<file path="src/rtl/bp_fe_pkg.sv">
// Shared types for the front-end cache request arbiter.
package bp_fe_pkg;

  typedef enum logic [1:0] {
    e_ready = 2'd0,
    e_meta  = 2'd1,
    e_busy  = 2'd2
  } bp_fe_cache_req_arb_state_e;

endpackage

</file>
<file path="src/rtl/bp_fe_rr_arb2.sv">
// Two-input round-robin pick: on a tie the requester that did not win last time goes.
module bp_fe_rr_arb2 (
  input  logic [1:0] i_v,
  input  logic       i_prio,
  output logic       o_sel
);

  // With nobody valid the pick still follows priority so the data mux is stable.
  always_comb begin
    o_sel = ~i_prio;
    if (i_v == 2'b01)      o_sel = 1'b0;
    else if (i_v == 2'b10) o_sel = 1'b1;
  end

endmodule

</file>
<file path="src/rtl/bsg_counter_clear_up.sv">
// Up-counter with synchronous clear; clear and up in the same cycle gives init+1.
module bsg_counter_clear_up #(
  parameter  int max_val_p    = 255,
  parameter  int init_val_p   = 0,
  localparam int ptr_width_lp = $clog2(max_val_p + 1)
) (
  input  logic                    clk_i,
  input  logic                    reset_i,
  input  logic                    clear_i,
  input  logic                    up_i,
  output logic [ptr_width_lp-1:0] count_o
);

  always_ff @(posedge clk_i) begin
    if (reset_i)
      count_o <= ptr_width_lp'(init_val_p);
    else if (clear_i)
      count_o <= ptr_width_lp'(init_val_p) + ptr_width_lp'(up_i);
    else if (up_i)
      count_o <= count_o + ptr_width_lp'(1);
  end

endmodule

</file>
<file path="src/rtl/bp_fe_cache_req_arb.sv">
// Arbitrates two front-end requesters onto one cache engine port, tracks the
// outstanding request through metadata and completion, and runs a sticky watchdog.
//
// state   | meaning
// e_ready | no request outstanding; arbitrate and offer to the engine
// e_meta  | request accepted; forward owner's metadata until it is valid
// e_busy  | metadata sent; waiting for the engine to complete
module bp_fe_cache_req_arb
  import bp_fe_pkg::*;
#(
  parameter int req_width_p  = 64,
  parameter int meta_width_p = 8,
  parameter int timeout_p    = 1024
) (
  input  logic                    clk_i,
  input  logic                    reset_i,

  input  logic [req_width_p-1:0]  req0_i,
  input  logic                    req0_v_i,
  output logic                    req0_ready_and_o,
  input  logic [meta_width_p-1:0] req0_metadata_i,
  input  logic                    req0_metadata_v_i,
  output logic                    req0_complete_o,

  input  logic [req_width_p-1:0]  req1_i,
  input  logic                    req1_v_i,
  output logic                    req1_ready_and_o,
  input  logic [meta_width_p-1:0] req1_metadata_i,
  input  logic                    req1_metadata_v_i,
  output logic                    req1_complete_o,

  output logic [req_width_p-1:0]  cache_req_o,
  output logic                    cache_req_v_o,
  input  logic                    cache_req_ready_and_i,
  output logic [meta_width_p-1:0] cache_req_metadata_o,
  output logic                    cache_req_metadata_v_o,
  input  logic                    cache_req_complete_i,
  input  logic                    cache_req_credits_full_i,

  output logic                    timeout_o
);

  localparam int cnt_width_lp = $clog2(timeout_p + 1);

  bp_fe_cache_req_arb_state_e r_state;
  logic                       r_prio;
  logic                       r_owner;
  logic                       r_timeout;

  logic                    w_sel;
  logic                    w_sel_v;
  logic                    w_offer;
  logic                    w_credit_ok;
  logic                    w_handshake;
  logic                    w_outstanding;
  logic                    w_owner_meta_v;
  logic                    w_complete;
  logic                    w_to_hit;
  logic [cnt_width_lp-1:0] w_cnt;

  bp_fe_rr_arb2 u_rr (
    .i_v    ({req1_v_i, req0_v_i}),
    .i_prio (r_prio),
    .o_sel  (w_sel)
  );

  // Outputs are quieted during reset so an abandoned request cannot leak a pulse.
  assign w_offer       = ~reset_i & (r_state == e_ready);
  assign w_credit_ok   = ~cache_req_credits_full_i;
  assign w_sel_v       = w_sel ? req1_v_i : req0_v_i;
  assign w_outstanding = (r_state == e_meta) | (r_state == e_busy);

  assign cache_req_o      = w_sel ? req1_i : req0_i;
  assign cache_req_v_o    = w_offer & w_sel_v & w_credit_ok;
  assign req0_ready_and_o = w_offer & ~w_sel & cache_req_ready_and_i & w_credit_ok;
  assign req1_ready_and_o = w_offer &  w_sel & cache_req_ready_and_i & w_credit_ok;
  assign w_handshake      = cache_req_v_o & cache_req_ready_and_i;

  assign w_owner_meta_v         = r_owner ? req1_metadata_v_i : req0_metadata_v_i;
  assign cache_req_metadata_o   = r_owner ? req1_metadata_i : req0_metadata_i;
  assign cache_req_metadata_v_o = ~reset_i & (r_state == e_meta) & w_owner_meta_v;

  assign w_complete      = ~reset_i & w_outstanding & cache_req_complete_i;
  assign req0_complete_o = w_complete & ~r_owner;
  assign req1_complete_o = w_complete &  r_owner;

  // Saturation is done by withholding up once the limit is reached.
  assign w_to_hit = (w_cnt == cnt_width_lp'(timeout_p));

  bsg_counter_clear_up #(
    .max_val_p  (timeout_p),
    .init_val_p (0)
  ) u_watchdog (
    .clk_i   (clk_i),
    .reset_i (reset_i),
    .clear_i (w_handshake),
    .up_i    (w_outstanding & ~w_to_hit),
    .count_o (w_cnt)
  );

  assign timeout_o = ~reset_i & (r_timeout | w_to_hit);

  always_ff @(posedge clk_i) begin
    if (reset_i) begin
      r_state   <= e_ready;
      r_prio    <= 1'b1;
      r_owner   <= 1'b0;
      r_timeout <= 1'b0;
    end else begin
      r_timeout <= r_timeout | w_to_hit;
      case (r_state)
        e_ready: begin
          if (w_handshake) begin
            r_owner <= w_sel;
            r_state <= e_meta;
          end
        end
        e_meta: begin
          if (cache_req_complete_i) begin
            r_prio  <= r_owner;
            r_state <= e_ready;
          end else if (w_owner_meta_v) begin
            r_state <= e_busy;
          end
        end
        e_busy: begin
          if (cache_req_complete_i) begin
            r_prio  <= r_owner;
            r_state <= e_ready;
          end
        end
        default: r_state <= e_ready;
      endcase
    end
  end

endmodule

</file>
<file path="config.mk">
export PLATFORM = sky130hd
export DESIGN_NAME = bp_fe_cache_req_arb
export DESIGN_NICKNAME = d
export VERILOG_FILES = /design/src/rtl/bp_fe_pkg.sv /design/src/rtl/bp_fe_rr_arb2.sv /design/src/rtl/bsg_counter_clear_up.sv /design/src/rtl/bp_fe_cache_req_arb.sv
export SDC_FILE = /design/constraint.sdc
export NUM_CORES = 1
export LEC_CHECK = 0
export CORE_AREA = 3 3 89 91
export CTS_CLUSTER_SIZE = 30
export DETAILED_ROUTE_END_ITERATION = 8
export DIE_AREA = 0 0 92 94
export GPL_ROUTABILITY_DRIVEN = 1
export PLACE_DENSITY = 0.85
export RECOVER_POWER = 25
export SYNTH_ARGS = -nofsm -noshare
export SYNTH_HDL_FRONTEND = slang
export SYNTH_SLANG_ARGS = --single-unit
</file>
<file path="constraint.sdc">
create_clock -name clk_i -period 2.7 [get_ports clk_i]
set_input_delay 0.27 -clock clk_i [delete_from_list [all_inputs] [get_ports clk_i]]
set_output_delay 0.27 -clock clk_i [all_outputs]
set_load 0.1 [all_outputs]
</file>
# --- After elaboration in Yosys (flattened, before gate mapping) ---
# Index checks and enable logic that the tools add are counted.
op_classes:
  mul: 0
  n_lt_le_gt_ge: 0
  eq_ne: 8
  shifts: 0
  reduce_logical: 7
  n_div: 0
  addsub: 1
  muxes: 13
  n_bitwise: 26
ops:
  columns: ["cell", "n"]
  rows:
  - ["64-bit 2-to-1 mux", 1]
  - ["1-bit bitwise AND", 18]
  - ["11-bit by 1-bit adder with 11-bit output, second input constant", 1]
  - ["11-bit == test, second input constant", 1]
  - ["2-bit 2-to-1 mux", 4]
  - ["8-bit 2-to-1 mux", 1]
  - ["1-bit 2-to-1 mux", 6]
  - ["1-bit inverter", 6]
  - ["2-bit one-hot mux with 3 select lines", 1]
  - ["2-bit by 1-bit == test with 1-bit output, second input constant", 2]
  - ["2-bit == test, second input constant", 2]
  - ["2-bit AND reduction", 2]
  - ["2-bit OR reduction", 2]
  - ["3-bit inequality test, second input constant", 1]
  - ["3-bit AND reduction", 1]
  - ["2-bit logical NOT", 1]
  - ["2-bit by 1-bit inequality test with 1-bit output, second input constant", 1]
  - ["2-bit inequality test, second input constant", 1]
  - ["1-bit bitwise OR", 2]
  - ["2-bit nonzero test", 1]
totals:
  mem_count: 0
  regBits: 16
  latchBits: 0
  ramBits: 0
  elab_cells: 61
  rom_bits: 0

# --- Longest topological paths before layout ---
# Gate-level depths: netlist of run 1.
depth:
  depth_word: 9
  ltp_mapped: 6
  depth_no_buf: 6

# --- Modules after synthesis ---
# Synthesis of run 1 repeated with hierarchy kept, for this count alone.
hier_totals:
  cells_unflattened: 190
  hier_area_um2: 1804.2
modules_own_cells:
  columns: ["module", "instances", "seq_area_each_um2", "cells_per_inst", "area_per_inst_um2"]
  rows:
  - ["bp_fe_cache_req_arb", 1, 100.1, 129, 1266.2]
  - ["bsg_counter_clear_up", 1, 220.2, 58, 519.2]
  - ["bp_fe_rr_arb2", 1, 0.0, 3, 18.8]

# --- Worst setup path after synthesis of run 1 ---
# Ideal clock, no wire load.
synth_timing:
  path_type: "reg2out"
  start: "reg r_state[0]"
  end: "out req1_complete_o"
  path_stages_with_launch: 5
  path_slack_ps: -653
  arrival_ps: 3083
  path_cell_list: "dfxtp_1 -> inv_1 -> ha_1 -> nand2_1 -> nor3b_1"
synth_via:
  elab_chain_cells: 5
synth_lines:
  columns: ["item", "line", "text"]
  rows:
  - ["start, declared", "bp_fe_cache_req_arb.sv:45", "bp_fe_cache_req_arb_state_e r_state;"]
  - ["start signal, assigned", "bp_fe_cache_req_arb.sv:105", "r_state <= e_ready;"]
  - ["start signal, assigned", "bp_fe_cache_req_arb.sv:115", "r_state <= e_meta;"]
  - ["start signal, assigned", "bp_fe_cache_req_arb.sv:121", "r_state <= e_ready;"]
  - ["2-bit by 1-bit == test with 1-bit output / 2-bit == test (equally long branches)", "bp_fe_cache_req_arb.sv:71", "assign w_outstanding = (r_state == e_meta) | (r_state == e_busy);"]
  - ["1-bit bitwise OR (*)", "bp_fe_cache_req_arb.sv:71", null]
  - ["1-bit bitwise AND (*) (2 in a row)", "bp_fe_cache_req_arb.sv:83", "assign w_complete = ~reset_i & w_outstanding & cache_req_complete_i;"]
  - ["1-bit bitwise AND (*)", "bp_fe_cache_req_arb.sv:85", "assign req1_complete_o = w_complete & r_owner;"]
  - ["end, declared", "bp_fe_cache_req_arb.sv:30", "output logic req1_complete_o,"]
# Every way passes the cells marked *; elsewhere a longest branch is shown, timed or not.

# --- Worst setup path after layout of run 1 ---
layout_timing:
  start: "in req1_v_i"
  end: "out cache_req_o[2]"
layout_via:
  elab_chain_cells: 4
layout_lines:
  columns: ["item", "line", "text"]
  rows:
  - ["start, declared", "bp_fe_cache_req_arb.sv:26", "input logic req1_v_i,"]
  - ["2-bit == test", "bp_fe_rr_arb2.sv:12", "else if (i_v == 2'b10) o_sel = 1'b1;"]
  - ["1-bit 2-to-1 mux", "bp_fe_rr_arb2.sv:12", null]
  - ["1-bit 2-to-1 mux (*)", "bp_fe_rr_arb2.sv:11", "if (i_v == 2'b01) o_sel = 1'b0;"]
  - ["64-bit 2-to-1 mux (*)", "bp_fe_cache_req_arb.sv:73", "assign cache_req_o = w_sel ? req1_i : req0_i;"]
  - ["end, declared", "bp_fe_cache_req_arb.sv:32", "output logic [req_width_p-1:0] cache_req_o,"]
# Marked as above.

==> insert_results.sql, run 1 <==
INSERT INTO impl_metrics (metric_group, metric, value, unit) VALUES
('logic_synthesis', 'synth-seq-area-share', '0.158', ''),
('clock_tree', 'cts_resized', '0', ''),
('finish', 'layout-drive-gt1-share', '0.397', ''),
('logic_synthesis', 'synth_top_cells_by_area', 'mux2_4 36%, dfxtp_1 16%, mux2_2 13%, buf_12 4.9%, ha_1 3.7%', ''),
('finish', 'area_growth_syn_to_layout', '150', '%'),
('run', 'cap_viol_max_count', '0', ''),
('logic_synthesis', 'postSynthAreaPerCell', '10.8', 'sq um'),
('die', 'start_util', '0.281', ''),
('global_routing', 'maximum_number_of_pins_on_one_net_before_global_route_repair', '38', ''),
('detailed_routing', 'first_pass_iteration_count_of_the_detailed_router', '4', ''),
('sta', 'timing.final.setup_violations', '0', ''),
('logic_synthesis', 'yosys.cell_count.top_type', 'mux2_4', ''),
('pwr', 'p_leak', '2.09', 'nW'),
('detailed_routing', 'drt_iter0_drc', '42', ''),
('sta', 'rsz0062_at_grt', 'false', ''),
('die', 'die_height', '94', 'um'),
('finish', 'layout.core_utilization', '0.703', ''),
('logic_synthesis', 'netlist_area_before_placement', '0.00203', 'sq mm'),
('die', 'die_width', '92', 'um'),
('finish', 'insertedDiodeCount', '0', ''),
('sta', 'post-route-period-util', '0.867', ''),
('logic_synthesis', 'synth_nets', '347', ''),
('worst_hold_path', 'holdCritPathClass', 'register to register', ''),
('detailed_routing', 'drc', '0', ''),
('logic_synthesis', 'synth_commonest_cells', '49 x mux2_4, 23 x mux2_2, 16 x dfxtp_1', ''),
('clock_tree', 'clk_path_buf_depth', '2', ''),
('die', 'placementRows', '31', ''),
('clock_tree', 'root_buffer', 'clkbuf_8', ''),
('die', 'die_outline_area', '0.00865', 'sq mm'),
('die', 'floorplan.io_pins', '232', ''),
('die', 'coreArea', '0.00721', 'sq mm'),
('sta', 'finalHoldViolations', '0', ''),
('detailed_routing', 'avgViaCountPerCell', '4.63', ''),
('clock_tree', 'cts_made_buffers', '3', ''),
('logic_synthesis', 'synth_compound_gate_area_share', '0.0586', ''),
('logic_synthesis', 'synthSimpleGateAreaFrac', '0.128', ''),
('pwr', 'cell_pwr_density', '697', 'mW/mm^2'),
('logic_synthesis', 'async_flop_share', '0', ''),
('logic_synthesis', 'synthDominantAreaCellType', 'mux2_4', ''),
('detailed_routing', 'routed_wl_per_cell', '20.1', 'um'),
('run_status', 'status', 'finished, final reports clean', ''),
('placed_design', 'placed_cell_area', '0.00507', 'sq mm'),
('setup_path', 'data_required_time_of_the_critical_path', '2430', 'ps'),
('logic_synthesis', 'synth-seq-cells', '16', ''),
('global_routing', 'grt_pass1_vias', '2490', ''),
('global_routing', 'grt.overflow.total', '0', ''),
('logic_synthesis', 'dominant_combinational_cell_family_by_area_after_synthesis', 'multiplexers', ''),
('clock_tree', 'clk_latency', '250', 'ps'),
('logic_synthesis', 'synth_top_cell_area_share', '0.363', ''),
('clock_tree', 'ctsHoldBuffers', '0', ''),
('sta', 'drv_slew', '0', ''),
('setup_path', 'critical_path_peak_fanout', '37', ''),
('setup_path', 'end_kind', 'primary output', ''),
('setup_path', 'critPathArrivalTime', '2070', 'ps'),
('sta', 'setup-tns-final', '0', 'ps'),
('sta', 'skew', '3.60', 'ps'),
('sta', 'relSlewSlack', '0.493', ''),
('setup_path', 'critPathLaunchType', 'primary input', ''),
('logic_synthesis', 'synth_cells', '188', ''),
('clock_tree', 'postCtsSetupBuffers', '0', ''),
('detailed_routing', 'via_count', '2383', ''),
('pwr', 'peakVddDrop', '0.476', 'mV'),
('logic_synthesis', 'synth_top_flop_cell', 'dfxtp_1', ''),
('detailed_routing', 'ant_nets', '0', ''),
('detailed_routing', 'wl', '10.3', 'mm'),
('finish', 'design.final.nets', '577', ''),
('logic_synthesis', 'synth.mux.area_fraction', '0.506', ''),
('logic_synthesis', 'synthesis.yosys.warnings', '0', ''),
('global_routing', 'grt.total_usage', '0.229', ''),
('clock_tree', 'ctsHtreeMaxLevel', '1', ''),
('setup_path', 'path_class', 'primary input to primary output', '');
placed cells by master (no fill, tap or decap), types with 2 or more instances in the layout:
master	netlist	routed
xor2_1	4	4
inv_1	9	9
xnor2_1	4	4
clkdlybuf4s50_1	0	152
buf_12	5	70
buf_4	0	4
ha_1	6	6
nand4_1	3	4
clkbuf_2	0	8
nand2_1	6	6
nor3b_2	0	2
nor3_1	5	3
dfxtp_1	16	16
nand2b_1	4	4
nand3_1	2	2
a21oi_1	5	4
o21bai_1	1	2
clkbuf_8	0	3
o21ai_0	3	4
mux2_2	23	23
nor2_1	15	15
nor3_2	0	2
mux2_4	49	49
or3_1	2	2
mux2i_1	3	3
nor4_1	1	2
kinds of logic (layout without fill, tap and decap cells):
group | count (synthesis) | in the layout
compound gates | 18 | 18
xor+xnor | 8 | 8
fa+ha+maj | 6 | 6
simple gates | 47 | 47
mux | 75 | 75
flops | 16 | 16
buf+inv | 18 | 246
state kept, by name, indices dropped and copies added (netlist names):
name	cells
u_watchdog.count_o	11
r_timeout	1
r_prio	1
r_state	2
r_owner	1
critical path, stage by stage:
cell	delay, ps
clkdlybuf4s50_1	530
nand2b_1	140
a21oi_4	230
buf_12	290
mux2_2	400
buf_12	170
worst paths after layout:
check	start	endpoint	slack, ps	depth (start not counted)
max	req1_v_i	cache_req_o[2]	360	6
min	r_timeout	r_timeout	480	2
max reg2reg	r_state[0]	u_watchdog.count_o[10]	780	6
min reg2reg	r_timeout	r_timeout	480	2
area by class of cell:
cell class	count	area [sq um]	share of cell area
inverters	9	33.8	0.00666
flip-flops and latches	16	320	0.0631
well taps	99	124	0.0244
multi-input cells	154	1560	0.308
clock buffers	3	41.3	0.00814
repair buffers	234	2990	0.590
through the flow:
step	worst slack, ps	hold slack (ps)	std cells
floorplan	314	450	188
global placement	403	460	512
detailed placement	376	470	512
CTS	372	479	515
global route	279	540	515
finish	359	481	515
layer usage:
layer	GRT usage	routed length [um]	up-vias	part of all wire
met5	0	7	-	0.00068
met4	0.0371	176	2	0.017
met3	0.0978	1100	16	0.11
met2	0.456	5710	119	0.55
met1	0.221	3350	1106	0.32
li1	-	-	1140	-
where the power goes:
| group | switching (mW) | internal, mW | leakage (nW) |
|---|---|---|---|
| clock network | 0.0772 | 0.0989 | 0.0216 |
| logic | 1.85 | 1.22 | 1.94 |
| registers | 0.0340 | 0.264 | 0.130 |
(Power assumes the default switching activity.)
==> inputs of run 2 (changes only) <==
Settings changed: CORE_AREA 3 3 89 91 to 3 3 90 92, DIE_AREA 0 0 92 94 to 0 0 93 95, PLACE_DENSITY 0.85 to 0.8, SYNTH_HIERARCHICAL from default to 1.
==> insert_results.sql, run 2 <==
INSERT INTO impl_metrics (metric_group, metric, value, unit) VALUES
('sta', 'postLayoutSetupSlackWorst', '327', 'ps'),
('pwr', 'power_report.internal_total', '1.27', 'mW'),
('detailed_routing', 'ant_nets', '0', ''),
('logic_synthesis', 'synth_cells', '190', ''),
('setup_path', 'timing.critical_path.cells', 'dlygate4sd3_1 > inv_1 > maj3_1 > buf_12 > mux2_2 > buf_12', ''),
('sta', 'timing.final.setup_violations', '0', ''),
('logic_synthesis', 'synthesis.yosys.warnings', '6', ''),
('placed_design', 'post-dp-hpwl', '9.65', 'mm'),
('pwr', 'peakVddDrop', '0.266', 'mV'),
('logic_synthesis', 'synth-seq-area-share', '0.178', ''),
('pwr', 'cell_pwr_density', '560', 'mW/mm^2'),
('finish', 'largest_register', 'u_watchdog/count_o', ''),
('logic_synthesis', 'synth_top_flop_cell', 'dfxtp_1', ''),
('logic_synthesis', 'yosys.cell_types.count', '38', ''),
('clock_tree', 'clk_latency', '250', 'ps'),
('setup_path', 'critical_path.most_common_cell', 'buf_12', ''),
('logic_synthesis', 'synth_top_cell_area_share', '0.449', ''),
('detailed_routing', 'routed_wl_per_cell', '21.0', 'um'),
('global_routing', 'maximum_number_of_pins_on_one_net_before_global_route_repair', '48', ''),
('clock_tree', 'ctsHtreeMaxLevel', '1', ''),
('detailed_routing', 'avgViaCountPerCell', '4.70', ''),
('global_routing', 'initial_antenna_violation_count', '3', ''),
('logic_synthesis', 'synth_enable_flop_cells', '0', ''),
('setup_path', 'crit_cells', '6', ''),
('setup_path', 'critPathLaunchType', 'primary input', ''),
('sta', 'relSlewSlack', '0.346', ''),
('pwr', 'power.share.sequential', '0.097', ''),
('placed_design', 'preCtsSetupSlack', '423', 'ps'),
('setup_path', 'critPathArrivalTime', '2100', 'ps'),
('setup_path', 'path_class', 'primary input to primary output', ''),
('setup_path', 'timing.critical_path.max_delay_family', 'buffers and inverters', ''),
('sta', 'post-route-period-util', '0.879', ''),
('clock_tree', 'clock_sinks', '16', ''),
('sta', 'rsz0062_at_grt', 'false', ''),
('detailed_routing', 'drt_iter0_drc', '84', ''),
('finish', 'layout-drive-gt1-share', '0.392', ''),
('die', 'floorplan.io_pins', '232', ''),
('pwr', 'netSwitchingPower', '1.49', 'mW'),
('placed_design', 'routabilityCongestion', '0.818', ''),
('finish', 'finish.cell_count_without_fillers', '515', ''),
('placed_design', 'buffer_ports.inserted', '231', ''),
('finish', 'insertedDiodeCount', '0', ''),
('sta', 'finalHoldViolations', '0', ''),
('logic_synthesis', 'async_flop_share', '0', ''),
('global_routing', 'grt_pass1_vias', '2519', ''),
('setup_path', 'critical_path_peak_fanout', '47', ''),
('die', 'die_width', '93', 'um'),
('sta', 'skew', '5.06', 'ps'),
('sta', 'setup-tns-final', '0', 'ps'),
('clock_tree', 'cts_resized', '0', ''),
('detailed_routing', 'drc', '0', ''),
('setup_path', 'setup.reg_to_reg.worst_slack', '690', 'ps'),
('finish', 'area_growth_syn_to_layout', '173', '%'),
('setup_path', 'cp_num_buf_inv', '4', ''),
('sta', 'drv_slew', '0', ''),
('clock_tree', 'clk_path_buf_depth', '2', ''),
('finish', 'largest_registers_ranked_by_flip_flop_count', 'u_watchdog/count_o x11, r_state x2', ''),
('setup_path', 'rr_endpoint', 'u_watchdog/count_o[8]', ''),
('detailed_routing', 'wl', '10.8', 'mm'),
('setup_path', 'data_required_time_of_the_critical_path', '2430', 'ps'),
('worst_hold_path', 'holdCritPathClass', 'register to register', ''),
('finish', 'layout.filler_cells', '585', ''),
('setup_path', 'crit_path_max_incr_delay', '570', 'ps'),
('finish', 'most-common-layout-cells', '150 x clkdlybuf4s50_1, 72 x mux2_2, 71 x buf_12', ''),
('logic_synthesis', 'synth_top_cells_by_area', 'mux2_2 45%, dfxtp_1 18%, ha_1 3.5%, mux2i_1 3.3%, inv_1 2.3%', ''),
('clock_tree', 'cts_made_buffers', '3', ''),
('die', 'die_outline_area', '0.00884', 'sq mm'),
('setup_path', 'critical-path-slowest-cell', 'dlygate4sd3_1', ''),
('finish', 'design.final.nets', '575', ''),
('logic_synthesis', 'postSynthAreaPerCell', '9.50', 'sq um'),
('sta', 'tightest_slew', '980', 'ps'),
('pwr', 'p_leak', '1.97', 'nW'),
('logic_synthesis', 'netlist_area_before_placement', '0.00180', 'sq mm'),
('global_routing', 'grt.overflow.total', '0', ''),
('die', 'start_util', '0.247', ''),
('pwr', 'sw_frac_of_total', '0.538', ''),
('setup_path', 'worst-r2r-cell-count', '7', ''),
('sta', 'finalHoldWorstSlack', '454', 'ps'),
('detailed_routing', 'first_pass_iteration_count_of_the_detailed_router', '4', ''),
('pwr', 'pwr-share-comb', '0.824', ''),
('run', 'cap_viol_max_count', '0', ''),
('global_routing', 'first_pass_grt_wire_length', '15.1', 'mm'),
('placed_design', 'placed_cells', '511', ''),
('pwr', 'p_clk_frac', '0.078', ''),
('run_status', 'status', 'finished, final reports clean', ''),
('finish', 'largest_reg_flops', '11', ''),
('finish', 'layout_commonest_cell', 'clkdlybuf4s50_1', ''),
('clock_tree', 'ctsHoldBuffers', '0', ''),
('logic_synthesis', 'yosys.cell_count.top_type', 'mux2_2', ''),
('logic_synthesis', 'synth_commonest_cells', '72 x mux2_2, 16 x dfxtp_1, 11 x inv_1', ''),
('clock_tree', 'postCtsSetupBuffers', '0', ''),
('detailed_routing', 'via_count', '2422', ''),
('die', 'die_height', '95', 'um'),
('logic_synthesis', 'synth-seq-cells', '16', ''),
('clock_tree', 'root_buffer', 'clkbuf_8', ''),
('die', 'placementRows', '31', ''),
('sta', 'fmaxAchievable', '0.421', 'GHz'),
('setup_path', 'cp-endpoint', 'cache_req_o[63]', ''),
('finish', 'layout.core_utilization', '0.676', ''),
('clock_tree', 'cts_tree', 'done', ''),
('clock_tree', 'clk_pin_slew_worst_paths', '60', 'ps'),
('logic_synthesis', 'synth_nets', '348', ''),
('global_routing', 'grt.total_usage', '0.229', ''),
('setup_path', 'r2r_path_start', 'r_prio', ''),
('setup_path', 'crit_path_start', 'req0_v_i', ''),
('sta', 'min_period', '2370', 'ps'),
('die', 'coreArea', '0.00729', 'sq mm'),
('setup_path', 'end_kind', 'primary output', ''),
('logic_synthesis', 'synthDominantAreaCellType', 'mux2_2', '');
run 2: cell count changes after synthesis, moves of 4 or more:
cell | before | now
mux2_2 | 23 | 72
mux2_4 | 49 | 0
buf_2 | 2 | 6
nor2_1 | 15 | 7
buf_12 | 5 | 0
run 2: tightest hold or removal path: stages, from the launching register on:
cell and delay, ps:
dfxtp_1 300, inv_1 60, a21oi_1 50
run 2: logic make-up after synthesis:
family / count (synthesis) / share of synthesized area
buf+inv: 23 / 0.0624
fa+ha+maj: 6 / 0.0409
compound gates: 18 / 0.0645
flops: 16 / 0.178
xor+xnor: 4 / 0.0194
simple gates: 45 / 0.153
mux: 78 / 0.483
run 2: final cells by class:
type,instances,area [sq um],share of cell area
Timing Repair Buffer,234,3010,0.611
Multi-Input combinational cell,151,1380,0.279
Sequential cell,16,320,0.0650
Tap cell,99,124,0.0251
Clock buffer,4,55.1,0.0112
Inverter,11,41.3,0.00838
run 2: worst min-delay path by stage:
stage / slack (ps) / to / from / cells after the start
after floorplan: 340 / u_watchdog/count_o[0] / reset_i / 1
after global placement: 440 / r_timeout / r_timeout / 2
after detailed placement: 450 / r_timeout / r_timeout / 2
after CTS: 460 / r_timeout / r_timeout / 2
after global routing: 500 / r_timeout / r_timeout / 2
final: 450 / r_timeout / r_timeout / 2
run 2: metal layers:
| layer | wire (um) | track usage |
|---|---|---|
| met1 | 3670 | 0.252 |
| met2 | 5540 | 0.406 |
| met4 | 146 | 0.0293 |
| met5 | 32 | 0 |
| met3 | 1410 | 0.116 |
run 2: metrics by stage:
stage          total power, mW  instance area [sq um]
6_report                  2.76                   4930
5_1_grt                   2.84                   4930
4_1_cts                   2.79                   4980
3_5_place_dp              2.57                   4930
3_3_place_gp              2.55                   4930
2_1_floorplan             1.66                   1840
run 2: power by group through the flow:
stage	clock [mW]	combinational, mW	sequential (mW)
2_1_floorplan	0	1.40	0.267
3_3_place_gp	0	2.28	0.272
3_5_place_dp	0	2.30	0.274
4_1_cts	0.218	2.30	0.269
5_1_grt	0.230	2.34	0.271
6_report	0.216	2.28	0.269
